### config.mk
export PLATFORM = sky130hd
export DESIGN_NAME = regfile_wb_arbiter
export DESIGN_NICKNAME = d
export VERILOG_FILES = /design/src/rtl/regfile_wb_arbiter.sv
export SDC_FILE = /design/constraint.sdc
export NUM_CORES = 1
export LEC_CHECK = 0
export CORE_AREA = 4 4 120 122
export DETAILED_ROUTE_END_ITERATION = 12
export DIE_AREA = 0 0 124 126
export PLACE_DENSITY = 0.72
export SETUP_SLACK_MARGIN = 0.2
export SYNTH_ARGS = -nofsm -noshare
export SYNTH_HDL_FRONTEND = slang
export SYNTH_SLANG_ARGS = --single-unit
### constraint.sdc
create_clock -name clk -period 10.55 [get_ports clk]
set_clock_uncertainty 0.05 [all_clocks]
set_input_delay 2.11 -clock clk [delete_from_list [all_inputs] [get_ports clk]]
set_output_delay 2.11 -clock clk [all_outputs]
set_load 0.02 [all_outputs]
### src/rtl/regfile_wb_arbiter.sv
// Round-robin writeback arbiter that owns the single register-file write port.
// Build option WB_BYPASS_EN forwards the in-flight registered write to both read ports.
module regfile_wb_arbiter #(
  parameter int NREQ = 3,
  parameter int PTRW = 3
) (
  input  logic                   clk,
  input  logic                   rst,
  input  logic                   hold,
  input  logic [NREQ-1:0]        req_valid,
  input  logic [5*NREQ-1:0]      req_addr,
  input  logic [32*NREQ-1:0]     req_data,
  output logic [NREQ-1:0]        req_ready,
  output logic                   rf_we,
  output logic [4:0]             rf_waddr,
  output logic [31:0]            rf_wdata,
  output logic [PTRW-1:0]        grant_id,
  output logic [15:0]            drop_cnt,
  input  logic [4:0]             byp_raddr1,
  input  logic [4:0]             byp_raddr2,
  input  logic [31:0]            byp_rdata1_in,
  input  logic [31:0]            byp_rdata2_in,
  output logic [31:0]            byp_rdata1,
  output logic [31:0]            byp_rdata2
);

  logic            rf_we_q, rf_we_d;
  logic [4:0]      rf_waddr_q, rf_waddr_d;
  logic [31:0]     rf_wdata_q, rf_wdata_d;
  logic [PTRW-1:0] grant_id_q, grant_id_d;
  logic [15:0]     drop_cnt_q, drop_cnt_d;
  logic [PTRW-1:0] rr_ptr_q, rr_ptr_d;

  logic [NREQ-1:0] grant_c;
  logic [PTRW-1:0] gidx_c;
  logic            accept_c;
  logic [PTRW:0]   pos_c;
  logic [4:0]      sel_addr_c;
  logic [31:0]     sel_data_c;

  // Visit positions rr_ptr, rr_ptr+1, ... (mod NREQ); first valid requester wins.
  always_comb begin
    grant_c  = '0;
    gidx_c   = '0;
    accept_c = 1'b0;
    pos_c    = '0;
    for (int k = 0; k < NREQ; k++) begin
      pos_c = {1'b0, rr_ptr_q} + (PTRW+1)'(k);
      if (pos_c >= (PTRW+1)'(NREQ)) begin
        pos_c = pos_c - (PTRW+1)'(NREQ);
      end
      for (int j = 0; j < NREQ; j++) begin
        if (!accept_c && req_valid[j] && (pos_c == (PTRW+1)'(j))) begin
          accept_c   = 1'b1;
          grant_c[j] = 1'b1;
          gidx_c     = PTRW'(j);
        end
      end
    end
    if (rst || hold) begin
      grant_c  = '0;
      accept_c = 1'b0;
    end
  end

  always_comb begin
    sel_addr_c = '0;
    sel_data_c = '0;
    for (int j = 0; j < NREQ; j++) begin
      if (grant_c[j]) begin
        sel_addr_c = req_addr[5*j +: 5];
        sel_data_c = req_data[32*j +: 32];
      end
    end
  end

  always_comb begin
    rf_we_d    = 1'b0;
    rf_waddr_d = rf_waddr_q;
    rf_wdata_d = rf_wdata_q;
    grant_id_d = grant_id_q;
    drop_cnt_d = drop_cnt_q;
    rr_ptr_d   = rr_ptr_q;
    if (accept_c) begin
      rf_waddr_d = sel_addr_c;
      rf_wdata_d = sel_data_c;
      grant_id_d = gidx_c;
      rr_ptr_d   = (gidx_c == PTRW'(NREQ-1)) ? '0 : gidx_c + PTRW'(1);
      if (sel_addr_c != 5'd0) begin
        rf_we_d = 1'b1;
      end else if (drop_cnt_q != 16'hFFFF) begin
        drop_cnt_d = drop_cnt_q + 16'd1;
      end
    end
  end

  always_ff @(posedge clk or posedge rst) begin
    if (rst) begin
      rf_we_q    <= 1'b0;
      rf_waddr_q <= '0;
      rf_wdata_q <= '0;
      grant_id_q <= '0;
      drop_cnt_q <= '0;
      rr_ptr_q   <= '0;
    end else begin
      rf_we_q    <= rf_we_d;
      rf_waddr_q <= rf_waddr_d;
      rf_wdata_q <= rf_wdata_d;
      grant_id_q <= grant_id_d;
      drop_cnt_q <= drop_cnt_d;
      rr_ptr_q   <= rr_ptr_d;
    end
  end

  assign req_ready = grant_c;
  assign rf_we     = rf_we_q;
  assign rf_waddr  = rf_waddr_q;
  assign rf_wdata  = rf_wdata_q;
  assign grant_id  = grant_id_q;
  assign drop_cnt  = drop_cnt_q;

`ifdef WB_BYPASS_EN
  // $0 is never forwarded; it must always read as whatever the file returns.
  assign byp_rdata1 = (rf_we_q && (rf_waddr_q == byp_raddr1) && (byp_raddr1 != 5'd0))
                      ? rf_wdata_q : byp_rdata1_in;
  assign byp_rdata2 = (rf_we_q && (rf_waddr_q == byp_raddr2) && (byp_raddr2 != 5'd0))
                      ? rf_wdata_q : byp_rdata2_in;
`else
  logic unused_byp;
  assign unused_byp = ^{byp_raddr1, byp_raddr2};
  assign byp_rdata1 = byp_rdata1_in;
  assign byp_rdata2 = byp_rdata2_in;
`endif

endmodule
==> results of run 1 <==
-- through the flow --
stage                     utilization  power [mW]
final                           0.442        1.46
after CTS                       0.442        1.48
after detailed placement        0.419        1.18
after floorplan                     -       0.880
after global placement          0.419        1.15
after global routing            0.442        1.56
-- layout by cell type, fill, tap and decap left out, types with 3 or more instances in the layout --
| cell type | Yosys | routed |
|---|---|---|
| and2_1 | 4 | 4 |
| a221oi_1 | 32 | 32 |
| nor3_1 | 15 | 15 |
| buf_4 | 66 | 6 |
| nor2_1 | 38 | 38 |
| nand4_1 | 7 | 7 |
| o21ai_0 | 37 | 37 |
| clkbuf_16 | 0 | 9 |
| a21oi_1 | 6 | 6 |
| a21o_1 | 4 | 4 |
| nor4_1 | 8 | 8 |
| a31oi_1 | 4 | 4 |
| clkdlybuf4s50_1 | 0 | 175 |
| and3_1 | 4 | 4 |
| inv_1 | 7 | 6 |
| nand2b_1 | 5 | 5 |
| xor2_1 | 14 | 14 |
| o31ai_1 | 6 | 6 |
| o311a_1 | 3 | 3 |
| nand3_1 | 10 | 10 |
| dfrtp_1 | 59 | 59 |
| nand2_1 | 60 | 60 |
| o21a_1 | 3 | 3 |
| ha_1 | 12 | 12 |
| a211o_1 | 5 | 5 |
-- worst paths after layout --
kind                                          from                        to  slack, ns  cells after the start
max                                   req_valid[1]              req_ready[2]       3.45                      7
min                        rf_wdata[0]$_DFFE_PP0P_   rf_wdata[0]$_DFFE_PP0P_       0.43                      2
max reg2reg                rr_ptr_q[0]$_DFFE_PP0P_   drop_cnt[1]$_DFFE_PP0P_       5.87                     12
min reg2reg                rf_wdata[0]$_DFFE_PP0P_   rf_wdata[0]$_DFFE_PP0P_       0.43                      2
max in group asynchronous                      rst  rf_wdata[22]$_DFFE_PP0P_       7.60                      3
min in group asynchronous                      rst   rf_waddr[2]$_DFFE_PP0P_       2.34                      3
-- registers in the layout (all words and copies together) (netlist names) --
name and flops:
drop_cnt 16, grant_id 2, rf_waddr 5, rf_wdata 32, rf_we 1, rr_ptr_q 3
-- cell usage after synthesis, drive strengths merged (3+ instances only) --
| master | n |
|---|---|
| buf | 69 |
| nand2 | 60 |
| dfrtp | 59 |
| o21ai | 39 |
| nor2 | 38 |
| a221oi | 32 |
| clkbuf | 22 |
| nor3 | 15 |
| xor2 | 14 |
| ha | 12 |
| nand3 | 10 |
| nor4 | 9 |
| a21oi | 8 |
| inv | 8 |
| nand4 | 7 |
| o31ai | 6 |
| a211o | 5 |
| nand2b | 5 |
| a211oi | 4 |
| a21o | 4 |
| a31oi | 4 |
| and2 | 4 |
| and3 | 4 |
| o21a | 3 |
| o311a | 3 |
-- worst min-delay path: stages, from the launching register on --
cell     delay [ns]
dfrtp_1        0.34
nand2_1        0.04
o21ai_0        0.06
-- routing by layer --
| layer | vias to the layer above | GRT usage | part of all wire |
|---|---|---|---|
| met4 | 0 | 0.0593 | 0.026 |
| met1 | 1887 | 0.192 | 0.38 |
| li1 | 1845 | - | - |
| met5 | - | 0 | 0 |
| met3 | 47 | 0.0511 | 0.078 |
| met2 | 186 | 0.290 | 0.51 |
-- cells by family (layout without fill, tap and decap cells) --
logic type	after synthesis	after routing	synth area share
multiplexers	2	2	0.00521
AO/OA/AOI/OAI	118	118	0.214
buffers and inverters	99	205	0.154
other	1	1	0.000918
adder cells (fa/ha/maj)	12	12	0.0368
flip-flops	59	59	0.362
AND/OR/NAND/NOR	168	168	0.198
XOR/XNOR	14	14	0.0300
-- report_power, final --
part / switching [mW] / leakage (nW) / internal (mW) / total [mW]
Sequential: 0.0606 / 0.748 / 0.315 / 0.376
Combinational: 0.453 / 1.52 / 0.339 / 0.792
Clock: 0.110 / 0.142 / 0.184 / 0.293
-- cell type report --
type                       count  area (µm²)
sequential                    59        1480
clock inverter                 7        76.3
tap                          176         220
clock buffer                   9         225
timing repair buffer         181        1800
fill                        1284        7360
inverter                       8        30.0
multi-input combinational    315        2000
==> summary.md, run 1 <==
| Metric | Value |
|---|---|
| Aggregate global-route resource usage | `0.167` |
| Synth unique cells | `58` |
| Clock buffer count from CTS | `9` |
| Vias in the first global route | `3,938` |
| Die area | `15,600 µm²` |
| Final max-slew violation count | `0` |
| Longest Clk Path Bufs | `2` |
| Synth async-reset ratio | `1.00` |
| Die Height | `126 µm` |
| Synthesized instance count | `473` |
| Hold Buf Count CTS | `0` |
| Startpoint types | `primary input` |
| DR pass1 iterations | `4` |
| Mapped Area | `4080 µm²` |
| Starting Density | `0.310` |
| Largest net degree at the start of global routing | `60` |
| Initial antenna violation count | `0` |
| Top FF cell, synth | `dfrtp_1` |
| Worst Path Required | `8.39 ns` |
| TritonCTS clock tree | `yes` |
| Final Cell Area | `5830 µm²` |
| Clk Latency, worst-skew pair | `0.32 ns` |
| Vias | `3,965` |
| Share of cells above drive strength 1 | `0.0639` |
| Remaining global-route overflow | `0` |
| Min setup slack post-route | `3.45 ns` |
| Crit-path leading delay family | `buffers and inverters` |
| Status | `complete, no violations` |
| Clock H-tree levels | `3` |
| Final WL | `13.4 mm` |
| Hold WS | `0.427 ns` |
| Post-DP Area | `5530 µm²` |
| Crit path largest cell delay | `0.70 ns` |
| DR DRC count | `0` |
| I/O Buffers | `175` |
| Row count | `42` |
| CP dominant cell by count | `clkdlybuf4s50_1` |
| P per Cell Area | `251 nW/µm²` |
| Max IR drop VDD | `89.3 µV` |
| Hold Fails Final Rpt | `0` |
| Setup violations, final | `0` |
| Horiz. Die Dim | `124 µm` |
| Worst hold path type | `flip-flop to flip-flop` |
| Ant diodes | `0` |
| Antenna Nets Post-Route | `0` |
| Tcrit/Tclk final | `0.673` |
| #FFs+latches synth | `59` |
| CP bufs+invs | `3` |
| Core Footprint | `13,200 µm²` |
| Mapped Nets | `676` |
| Clk sinks | `59` |
| First-pass GRT wire length | `20.5 mm` |
| Data arrival, critical path | `4.94 ns` |
| TNS Setup | `0 ns` |
| Slowest-stage cell, CP | `clkdlybuf4s50_1` |
| Final min period | `7.10 ns` |
| I/O pins | `315` |
| Crit-path cells | `clkdlybuf4s50_1, o2111ai_1, o21a_1, o2111ai_2, a21oi_4, buf_4, clkdlybuf4s50_1` |
| Worst-margin pin slew | `0.961 ns` |
| Number of max-cap violations | `0` |
| Kind of critical path | `primary input to primary output` |
| Ys Warns | `0` |
| Area Growth Syn to Fin | `42.7%` |
| Worst-path fanout max | `40` |
| Placement Setup Slack | `3.47 ns` |
| Post-DR wirelength/cell | `17.8 µm` |
| RSZ-0062 raised after global routing | `false` |
| Detailed router's first-iteration violation count | `231` |
| Pleak | `2.41 nW` |
| CP endpoint kind | `primary output` |
| CTS root buffer | `clkbuf_16` |
| Avg Vias per Cell | `5.25` |
| Worst relative slew slack | `0.358` |
| Post-CTS setup buffers | `0` |
| Post-cts sizing count | `0` |
| Synth area leaders | `dfrtp_1 36%, buf_4 12%, a221oi_1 6.9%, nand2_1 5.5%, o21ai_0 4.5%` |
| Register area share after synthesis | `0.362` |
| Placed Cells incl. Taps | `739` |
| Layout Nets | `777` |
| CTS clk-pin slew, worst paths | `0.05 ns` |
| Post-Syn Area per Cell | `8.63 µm²` |
| Post-route insts no fill | `755` |
| DP Wirelength | `10.1 mm` |
| Max Clk Rate | `141 MHz` |
| Post-synth EDFFs | `0` |
| Post-synth top area cell | `dfrtp_1` |
| Yosys top cell area share | `0.362` |
| Gpl congestion | `0.812` |
(Power assumes the default switching activity.)
==> run 2: changes to the inputs <==
- CORE_AREA: 4 4 120 122 -> default
- CORE_ASPECT_RATIO: default -> 0.7
- CORE_MARGIN: default -> 4
- CORE_UTILIZATION: default -> 31
- DIE_AREA: 0 0 124 126 -> default
- PLACE_DENSITY: 0.72 -> 0.75
- clock period: 10.55 -> 6.35 ns (I/O delays scaled with it)
==> run 2 against run 1 <==
  * Clock power grew 99%
  * Combinational power increased by 67%
  * Design area increased by 0.86%
  * Sequential power up 67%
  * Register-to-register slack worse by 4.3 ns
  * Hold slack worse by 0.0023 ns
  * Worst setup slack worse by 2.8 ns
  * Count of clock-buffer cells in the layout rose by 3
  * Sequential share of layout area decreased by 0.22 points
  * Largest power group unchanged
  * Highest routed layer unchanged
  * Critical path depth is 1 higher
==> summary.md, run 2 (synthesis gave the netlist of run 1 again) <==
| Metric | Value |
|---|---|
| Post-cts sizing count | `0 (unchanged)` |
| Clk Latency, worst-skew pair | `0.33 ns (was 0.32 ns)` |
| Final max-slew violation count | `0 (unchanged)` |
| Tcrit/Tclk final | `0.901` |
| Worst-path fanout max | `20 (was 40)` |
| Hold Buf Count CTS | `0 (unchanged)` |
| Register area | `1480 µm² (unchanged)` |
| Most common cell after layout, fill and taps aside | `clkdlybuf4s50_1 (unchanged)` |
| Status | `complete, no violations (unchanged)` |
| DP Wirelength | `10.4 mm (was 10.1 mm)` |
| Final WL | `13.6 mm (was 13.4 mm)` |
| CTS root buffer | `clkbuf_16 (unchanged)` |
| Die area | `15,100 µm² (was 15,600 µm²)` |
| DR DRC count | `0 (unchanged)` |
| Sequential power share | `0.248 (was 0.257)` |
| Reg2Reg Setup Slack | `1.61 ns (was 5.87 ns)` |
| Placed Cells incl. Taps | `726 (was 739)` |
| Setup violations, final | `0 (unchanged)` |
| Layout Nets | `778 (was 777)` |
| Worst relative slew slack | `0.348 (was 0.358)` |
| Area Growth Syn to Fin | `43.9% (was 42.7%)` |
| Worst-margin pin slew | `0.978 ns (was 0.961 ns)` |
| Post-DR wirelength/cell | `18.4 µm (was 17.8 µm)` |
| Worst Path Required | `5.03 ns (was 8.39 ns)` |
| Slowest-stage cell, CP | `o2111ai_1 (was clkdlybuf4s50_1)` |
| I/O pins | `315 (unchanged)` |
| Crit-path leading delay family | `compound AO/OA/AOI/OAI gates (was buffers and inverters)` |
| TritonCTS clock tree | `yes (unchanged)` |
| Combinational power share | `0.523 (was 0.542)` |
| Gpl congestion | `0.892 (was 0.812)` |
| Aggregate global-route resource usage | `0.174 (was 0.167)` |
| Largest net degree at the start of global routing | `60 (unchanged)` |
| Crit-path cells | `inv_2, ha_1, nor3b_1, o2111ai_1, o21a_1, o2111ai_2, a21oi_4, clkdlybuf4s50_1 (was clkdlybuf4s50_1, o2111ai_1, o21a_1, o2111ai_2, a21oi_4, buf_4, clkdlybuf4s50_1)` |
| Post-route insts no fill | `742 (was 755)` |
| Kind of critical path | `flip-flop to primary output (was primary input to primary output)` |
| Avg Vias per Cell | `5.39 (was 5.25)` |
| Clock H-tree levels | `3 (unchanged)` |
| Clock buffer count from CTS | `9 (unchanged)` |
| CTS clk-pin slew, worst paths | `0.06 ns (was 0.05 ns)` |
| Max Clk Rate | `175 MHz` |
| Vias | `3,997 (was 3,965)` |
| Initial antenna violation count | `0 (unchanged)` |
| Max IR drop VDD | `141 µV (was 89.3 µV)` |
| Detailed router's first-iteration violation count | `336 (was 231)` |
| Clk sinks | `59 (unchanged)` |
| Number of max-cap violations | `0 (unchanged)` |
| Horiz. Die Dim | `145 µm (was 124 µm)` |
| FILL cells | `1,192 (was 1,284)` |
| TNS Setup | `0 ns (unchanged)` |
| P per Cell Area | `431 nW/µm² (was 251 nW/µm²)` |
| CP bufs+invs | `2 (was 3)` |
| Most frequent cells in the layout | `175 x clkdlybuf4s50_1, 60 x nand2_1, 59 x dfrtp_1 (unchanged)` |
| Number of flip-flops in the largest register | `32 (unchanged)` |
| RSZ-0062 raised after global routing | `false (unchanged)` |
| Post-CTS setup buffers | `0 (unchanged)` |
| Row count | `34 (was 42)` |
| Vias in the first global route | `3,920 (was 3,938)` |
| Crit path largest cell delay | `0.80 ns (was 0.70 ns)` |
| First-pass GRT wire length | `21.3 mm (was 20.5 mm)` |
| Remaining global-route overflow | `0 (unchanged)` |
| Longest Clk Path Bufs | `2 (unchanged)` |
| I/O Buffers | `175 (unchanged)` |
| Clock group share of total power | `0.230 (was 0.201)` |
| Psw | `1.03 mW (was 0.623 mW)` |
| Sw Share | `0.407 (was 0.426)` |
| Area of the multi-input gates | `2000 µm² (unchanged)` |
| Starting Density | `0.323 (was 0.310)` |
| Pleak | `2.45 nW (was 2.41 nW)` |
| Startpoint types | `flip-flop (was primary input)` |
| Hold Fails Final Rpt | `0 (unchanged)` |
| Worst hold path type | `flip-flop to flip-flop (unchanged)` |
| Internal Power | `1.50 mW (was 0.838 mW)` |
| Data arrival, critical path | `4.40 ns (was 4.94 ns)` |
| DR pass1 iterations | `4 (unchanged)` |
| CP endpoint kind | `primary output (unchanged)` |
| Share of cells above drive strength 1 | `0.0655 (was 0.0639)` |
| Die Height | `104 µm (was 126 µm)` |
| Final min period | `5.72 ns` |
| Antenna Nets Post-Route | `0 (unchanged)` |
| Ant diodes | `0 (unchanged)` |
| Core Footprint | `12,600 µm² (was 13,200 µm²)` |
[run 2: cell count changes in the layout (fill, tap and decap cells not counted)]
cell | before | now
buf_4 | 6 | 7
bufinv_16 | 1 | 3
clkbuf_8 | 0 | 3
clkinv_4 | 2 | 0
clkinvlp_4 | 2 | 0
inv_6 | 1 | 0
[run 2: worst reg2reg max path: stages, from the launching register on]
cell and delay, ns:
dfrtp_1 0.61, inv_2 0.16, ha_1 0.42, nor3b_1 0.18, o2111ai_1 0.80, o21a_1 0.30, o2111ai_2 0.24, a21oi_4 0.60
a311oi_1 0.17, o221ai_2 0.66, nor4_2 0.11, mux2_2 0.30
[run 2: layout make-up]
cell class,count,share of cell area
clock buffers,12,0.0453
clock inverters,4,0.0162
inverters,8,0.00511
multi-input cells,315,0.341
flip-flops and latches,59,0.251
well taps,162,0.0345
repair buffers,182,0.307
[run 2: power groups by stage]
stage               logic, mW  registers, mW  clock network [mW]
floorplan               0.687          0.776                   0
global placement         1.30          0.626                   0
detailed placement       1.33          0.633                   0
CTS                      1.34          0.628               0.596
global route             1.44          0.646               0.617
finish                   1.32          0.628               0.582
[run 2: path summary, 6_finish.rpt]
kind,cells past startpoint,to,start
worst min-delay path,2,rf_wdata[28]$_DFFE_PP0P_,rf_wdata[28]$_DFFE_PP0P_
worst max-delay path,8,req_ready[2],rr_ptr_q[0]$_DFFE_PP0P_
worst max register to register,11,drop_cnt[1]$_DFFE_PP0P_,rr_ptr_q[0]$_DFFE_PP0P_
max in group asynchronous,3,rr_ptr_q[2]$_DFFE_PP0P_,rst
worst min register to register,2,rf_wdata[28]$_DFFE_PP0P_,rf_wdata[28]$_DFFE_PP0P_
min in group asynchronous,3,drop_cnt[14]$_DFFE_PP0P_,rst
[run 2: per-stage QoR]
| stage | total power, mW | hold slack (ns) | util | instance area (µm²) | setup slack (ns) |
|---|---|---|---|---|---|
| final | 2.53 | 0.425 | 0.465 | 5880 | 0.629 |
| after global routing | 2.70 | 0.449 | 0.465 | 5880 | 0.404 |
| after CTS | 2.56 | 0.430 | 0.465 | 5880 | 0.655 |
| after detailed placement | 1.96 | 0.419 | 0.437 | 5520 | 0.951 |
| after global placement | 1.92 | 0.410 | 0.437 | 5520 | 1.03 |
| after floorplan | 1.46 | 0.501 | - | 4080 | 2.24 |
[run 2: layer usage]
| layer | part of all wire | global-route usage | up-vias |
|---|---|---|---|
| met2 | 0.49 | 0.293 | 200 |
| met5 | 0 | 0 | - |
| li1 | - | - | 1849 |
| met3 | 0.094 | 0.0753 | 41 |
| met4 | 0.021 | 0.0522 | 0 |
| met1 | 0.40 | 0.203 | 1907 |
